## config.mk

```make
export PLATFORM = sky130hd
export DESIGN_NAME = mul_operand_feeder
export DESIGN_NICKNAME = d
export VERILOG_FILES = /design/src/rtl/mul_pkg.sv /design/src/rtl/op_fifo.sv /design/src/rtl/mul_operand_feeder.sv
export SDC_FILE = /design/constraint.sdc
export NUM_CORES = 1
export LEC_CHECK = 0
export ABC_AREA = 1
export CORE_MARGIN = 2
export CORE_UTILIZATION = 30
export DETAILED_ROUTE_END_ITERATION = 16
export HOLD_SLACK_MARGIN = 0.03
export SYNTH_ARGS = -nofsm -noshare
export SYNTH_HDL_FRONTEND = slang
export SYNTH_SLANG_ARGS = --single-unit
```

## constraint.sdc

```tcl
create_clock -name clk -period 4.6 [get_ports clk]
set_clock_uncertainty 0.1 [all_clocks]
set_input_delay 0.69 -clock clk [delete_from_list [all_inputs] [get_ports clk]]
set_output_delay 0.69 -clock clk [all_outputs]
set_load 0.01 [all_outputs]
```

## src/rtl/mul_pkg.sv

```systemverilog
// Shared definitions for the multiplier front end: feeder FSM states and the
// default engine bus width.
package mul_pkg;

    // Default operand/product width of the repeated-addition engine.
    localparam int MUL_W = 16;

    // Feeder sequencing states, in job order.
    typedef enum logic [2:0] {
        IDLE,
        START,
        LOAD_A,
        LOAD_B,
        RUN,
        RESULT,
        RESTART
    } feeder_state_t;

endpackage

```

## src/rtl/op_fifo.sv

```systemverilog
// Operand-pair FIFO: DEPTH entries of 2*W bits (A in the upper half, B in the
// lower half), show-ahead read port, synchronous active-high reset.
// Pointers carry one extra bit so full and empty can be told apart.
module op_fifo #(
    parameter int W     = 16,
    parameter int DEPTH = 2
) (
    input  logic           clk,
    input  logic           rst,
    input  logic           i_wr_en,
    input  logic [2*W-1:0] i_wr_data,
    input  logic           i_rd_en,
    output logic [2*W-1:0] o_rd_data,
    output logic           o_full,
    output logic           o_empty
);

    localparam int AW = $clog2(DEPTH);

    logic [2*W-1:0] r_mem [DEPTH];
    logic [AW:0]    r_wr_ptr;
    logic [AW:0]    r_rd_ptr;
    logic           w_wr;
    logic           w_rd;

    assign o_empty   = (r_wr_ptr == r_rd_ptr);
    assign o_full    = (r_wr_ptr[AW] != r_rd_ptr[AW]) &&
                       (r_wr_ptr[AW-1:0] == r_rd_ptr[AW-1:0]);
    assign w_wr      = i_wr_en && !o_full;
    assign w_rd      = i_rd_en && !o_empty;
    assign o_rd_data = r_mem[r_rd_ptr[AW-1:0]];

    // Pointer update; a write and a read in the same cycle both advance.
    always_ff @(posedge clk) begin
        // NOTE: sequential state uses non-blocking (<=) so every flop samples pre-edge values.
        if (rst) begin
            r_wr_ptr <= '0;
            r_rd_ptr <= '0;
        end else begin
            if (w_wr) r_wr_ptr <= r_wr_ptr + 1'b1;
            if (w_rd) r_rd_ptr <= r_rd_ptr + 1'b1;
        end
    end

    // Storage write.
    always_ff @(posedge clk) begin
        // NOTE: the array is not reset; empty pointers make stale entries unreadable.
        if (w_wr) r_mem[r_wr_ptr[AW-1:0]] <= i_wr_data;
    end

endmodule

```

## src/rtl/mul_operand_feeder.sv

```systemverilog
// Operand sequencer in front of the repeated-addition multiplier engine.
// Buffers operand pairs, drives the START / A / B bus sequence, waits for done,
// returns the product and restarts the engine for the next job.
// Optional build macro: MUL_FEEDER_ZERO_BYPASS_EN -- a pair with a zero operand
// skips the engine and yields 0 directly (restart still issued).
module mul_operand_feeder
    import mul_pkg::*;
#(
    parameter int W     = MUL_W,
    parameter int DEPTH = 2
) (
    input  logic         clk,
    input  logic         rst,
    input  logic         i_op_valid,
    output logic         o_op_ready,
    input  logic [W-1:0] i_op_a,
    input  logic [W-1:0] i_op_b,
    output logic [W-1:0] o_eng_data,
    output logic         o_eng_start,
    output logic         o_eng_rst,
    input  logic         i_eng_done,
    input  logic [W-1:0] i_eng_prod,
    output logic         o_res_valid,
    input  logic         i_res_ready,
    output logic [W-1:0] o_res_data
);

    feeder_state_t  r_state;
    feeder_state_t  w_next;
    logic [W-1:0]   r_a;
    logic [W-1:0]   r_b;
    logic [W-1:0]   r_eng_data;
    logic           r_eng_start;
    logic           r_eng_rst;
    logic           r_res_valid;
    logic [W-1:0]   r_res_data;
    logic [W-1:0]   w_eng_data_nxt;

    logic           w_full;
    logic           w_empty;
    logic [2*W-1:0] w_head;
    logic           w_push;
    logic           w_idle;
    logic           w_take_direct;
    logic           w_start_job;
    logic [W-1:0]   w_job_a;
    logic [W-1:0]   w_job_b;
    logic [W-1:0]   w_cur_a;
    logic [W-1:0]   w_cur_b;

    // Ready depends only on occupancy, held low while reset is asserted.
    assign o_op_ready = !w_full && !rst;
    assign w_push     = i_op_valid && o_op_ready;
    assign w_idle     = (r_state == IDLE);

    // An arriving pair meeting an empty FIFO and an idle FSM starts at once,
    // so it is taken straight from the inputs instead of being stored.
    assign w_take_direct = w_idle && w_empty && w_push;
    assign w_start_job   = w_idle && (!w_empty || w_push);
    assign w_job_a       = w_empty ? i_op_a : w_head[2*W-1:W];
    assign w_job_b       = w_empty ? i_op_b : w_head[W-1:0];

    // Operands for the bus: the incoming job while leaving IDLE, else the latched job.
    assign w_cur_a = w_idle ? w_job_a : r_a;
    assign w_cur_b = w_idle ? w_job_b : r_b;

    op_fifo #(
        .W     (W),
        .DEPTH (DEPTH)
    ) u_op_fifo (
        .clk       (clk),
        .rst       (rst),
        .i_wr_en   (w_push && !w_take_direct),
        .i_wr_data ({i_op_a, i_op_b}),
        .i_rd_en   (w_idle),
        .o_rd_data (w_head),
        .o_full    (w_full),
        .o_empty   (w_empty)
    );

`ifdef MUL_FEEDER_ZERO_BYPASS_EN
    logic w_job_zero;
    assign w_job_zero = (w_job_a == '0) || (w_job_b == '0);
`endif

    // State register.
    always_ff @(posedge clk) begin
        if (rst) r_state <= IDLE;
        else     r_state <= w_next;
    end

    // Next-state logic and next value of the engine data bus.
    always_comb begin
        // NOTE: defaults first so every path assigns every output and no latch is inferred.
        w_next         = r_state;
        w_eng_data_nxt = '0;
        case (r_state)
            IDLE: begin
                if (w_start_job) begin
`ifdef MUL_FEEDER_ZERO_BYPASS_EN
                    w_next = w_job_zero ? RESULT : START;
`else
                    w_next = START;
`endif
                end
            end
            START:   w_next = LOAD_A;
            LOAD_A:  w_next = LOAD_B;
            LOAD_B:  w_next = RUN;
            RUN:     if (i_eng_done) w_next = RESULT;
            RESULT:  if (i_res_ready) w_next = RESTART;
            RESTART: w_next = IDLE;
            default: w_next = IDLE;
        endcase
        case (w_next)
            START, LOAD_A: w_eng_data_nxt = w_cur_a;
            LOAD_B, RUN:   w_eng_data_nxt = w_cur_b;
            default:       w_eng_data_nxt = '0;
        endcase
    end

    // Job latch and registered outputs, all decoded from the next state.
    always_ff @(posedge clk) begin
        if (rst) begin
            r_a         <= '0;
            r_b         <= '0;
            r_eng_data  <= '0;
            r_eng_start <= 1'b0;
            r_eng_rst   <= 1'b1;
            r_res_valid <= 1'b0;
            r_res_data  <= '0;
        end else begin
            if (w_start_job) begin
                r_a <= w_job_a;
                r_b <= w_job_b;
            end
            r_eng_data  <= w_eng_data_nxt;
            r_eng_start <= (w_next == START);
            r_eng_rst   <= (w_next == RESTART);
            r_res_valid <= (w_next == RESULT);
            if (r_state == RUN && i_eng_done) r_res_data <= i_eng_prod;
            else if (w_idle && w_next == RESULT) r_res_data <= '0;
        end
    end

    assign o_eng_data  = r_eng_data;
    assign o_eng_start = r_eng_start;
    assign o_eng_rst   = r_eng_rst;
    assign o_res_valid = r_res_valid;
    assign o_res_data  = r_res_data;

endmodule

```

==> results.sh <==
export IMPL_cts_max_level=4
export IMPL_io_pins=89
export IMPL_critPathLaunchType="input port"
export IMPL_setup_viol=0
export IMPL_area_growth_synth_to_final_pct=27.5
export IMPL_fin_crit_sh_pct=64.5
export IMPL_ant_nets=0
export IMPL_antenna_found_initial=0
export IMPL_cts_tree="built"
export IMPL_clock_latency_ps=420
export IMPL_rsz0062_at_grt="false"
export IMPL_layout_common_cells="nand2_1 (138), o21ai_0 (89), clkdlybuf4s50_1 (88)"
export IMPL_ys_types=27
export IMPL_grt_pass1_vias=3954
export IMPL_cts_resized_gates=0
export IMPL_netlist_area_um2=5800
export IMPL_drive_gt1_share_pct=7.78
export IMPL_ys_ff_latch=139
export IMPL_grt_max_degree=66
export IMPL_slew_headroom_pct=32.4
export IMPL_drc=0
export IMPL_placed_cells=961
export IMPL_place_congestion=0.772
export IMPL_finalHoldViolCount=0
export IMPL_hp_class="reg2reg"
export IMPL_routed_wl_mm=13.2
export IMPL_cellPowerDensity_nw_per_um2=652
export IMPL_slew_violations=0
export IMPL_synth_compound_gate_area_share_pct=17.6
export IMPL_cap_violations=0
export IMPL_cts_path_max_buffers=2
export IMPL_die_area_um2=20500
export IMPL_hold_buffers=0
export IMPL_die_w_um=143
export IMPL_hp_start="r_a[10]$_SDFFE_PP0P_"
export IMPL_fin_util_pct=39.3
export IMPL_clock_fmax_mhz=337
export IMPL_crit_start="rst"
export IMPL_fp_dieH_um=143
export IMPL_post_route_min_period_ps=2970
export IMPL_dp_slack_ps=1610
export IMPL_final_cells=993
export IMPL_drt_iter0_drc=304
export IMPL_drtPass1Iterations=5
export IMPL_layout_commonest_cell="nand2_1"
export IMPL_syn_num_nets=701
export IMPL_critPathRequiredTime_ps=3810
export IMPL_synth_avg_cell_area_um2=8.95
export IMPL_cp_data_arrival_time_ps=2180
export IMPL_finalSetupTns_ps=0
export IMPL_path_clk_slew_ps=60
export IMPL_p_leak_nw=2.75
export IMPL_netlist_instances=648
export IMPL_clock_root_buffer="clkbuf_16"
export IMPL_synth_area_mux_share_pct=0
export IMPL_overflow=0
export IMPL_io_buffers=88
export IMPL_cts_buffers=17
export IMPL_setup_slack_ps=1630
export IMPL_slowest_stage="clkdlybuf4s50_1"
export IMPL_num_rows=50
export IMPL_synth_top_family_by_area="compound AO/OA/AOI/OAI gates"
export IMPL_yosys_area_share_simple_pct=15.1
export IMPL_yosys_area_share_adder_pct=0
export IMPL_path_class="in2out"
export IMPL_dp_hpwl_mm=8.56
export IMPL_worst_path_max_fanout=25
export IMPL_post_synth_xor_area_fraction_pct=0.151
export IMPL_path_cells="clkdlybuf4s50_1 > buf_4 > a31oi_1 > clkdlybuf4s50_1"
export IMPL_placed_cell_area_um2=6820
export IMPL_final_area_um2=7400
export IMPL_post_cts_setup_buffer_count=0
export IMPL_design_core_area_um2=18800
export IMPL_routedWlPerCell_um=13.3
export IMPL_max_stage_delay_ps=590
export IMPL_path_common_cell="clkdlybuf4s50_1"
export IMPL_peakVddDrop_mv=0.270
export IMPL_fin_nets=773
export IMPL_yosysSeqAreaShare_pct=59.0
export IMPL_status="completed"
export IMPL_worst_pin_slew_ps=1010
export IMPL_clock_sinks=139
export IMPL_vias=4398
export IMPL_r2r_start="u_op_fifo.r_wr_ptr[0]$_SDFFE_PP0P_"
export IMPL_yosys_warnings=0
export IMPL_grt_pass1_wl_mm=20.8
export IMPL_track_usage_pct=13.2
export IMPL_critPathCaptureType="primary output"
export IMPL_via_per_inst=4.43
export IMPL_start_util_pct=30.8
export IMPL_diodes=0
-- cells by family after synthesis --
family,count (synthesis)
xor+xnor,1
simple gates,211
compound gates,190
flops,139
buf+inv,107
-- flip-flops by register name (all words and copies together) (netlist names), named ones only --
signal / count
o_eng_data: 16
u_op_fifo.r_rd_ptr: 2
r_state: 3
u_op_fifo.r_mem: 64
o_res_valid: 1
o_res_data: 16
o_eng_start: 1
u_op_fifo.r_wr_ptr: 2
o_eng_rst: 1
r_b: 16
r_a: 16
-- area by class of cell --
| type | count | area [um^2] |
|---|---|---|
| clock buffer | 18 | 429 |
| clock inverter | 14 | 148 |
| fill | 1900 | 11400 |
| inverter | 67 | 251 |
| multi-input combinational | 402 | 1900 |
| sequential | 139 | 3420 |
| tap | 260 | 325 |
| timing repair buffer | 93 | 918 |
-- worst max-delay path, delay by kind of cell --
kind	cells	cell delay [ps]
compound gates	1	270
buf+inv	3	1210
-- report_power, final --
| group | total, mW | leakage (nW) | internal, mW | switching (mW) |
|---|---|---|---|---|
| clock network | 1.32 | 0.268 | 0.796 | 0.522 |
| logic | 1.77 | 1.28 | 0.584 | 1.19 |
| registers | 1.73 | 1.20 | 1.57 | 0.158 |
-- cell usage after synthesis (all sizes together) --
cell type / count / share of area, %
edfxtp: 64 / 33
nor3: 1 / 0.086
dfxtp: 75 / 26
o21ai: 118 / 10
a31oi: 1 / 0.11
xor2: 1 / 0.15
nand3: 20 / 1.9
clkbuf: 13 / 0.84
a21oi: 52 / 4.5
nand2: 144 / 9.9
inv: 67 / 4.3
o211ai: 19 / 2.8
nor2: 46 / 3.1
buf: 27 / 3.1
-- per-layer routing --
layer / vias to the layer above / track usage, % / wire length [um]
met1: 1973 / 17.6 / 6330
li1: 2297 / - / -
met4: 0 / 5.32 / 202
met5: - / 0 / 0
met2: 115 / 20.4 / 5920
met3: 13 / 3.69 / 780
-- final timing paths --
path                                                    endpoint  slack [ps]  cells after the start
worst max-delay path                                  o_op_ready        1630                      4
worst min-delay path                        r_a[10]$_SDFFE_PP0P_         350                      2
worst max register to register  u_op_fifo.r_mem[1][20]$_DFFE_PP_        2100                      8
worst min register to register              r_a[10]$_SDFFE_PP0P_         350                      2
-- stage by stage --
| stage | hold slack (ps) | power [mW] |
|---|---|---|
| after floorplan | 330 | 3.12 |
| after global placement | 340 | 3.52 |
| after detailed placement | 346 | 3.55 |
| after CTS | 355 | 4.88 |
| after global routing | 378 | 5.19 |
| final | 352 | 4.82 |
Note: power is estimated with default switching activity, not from simulation.
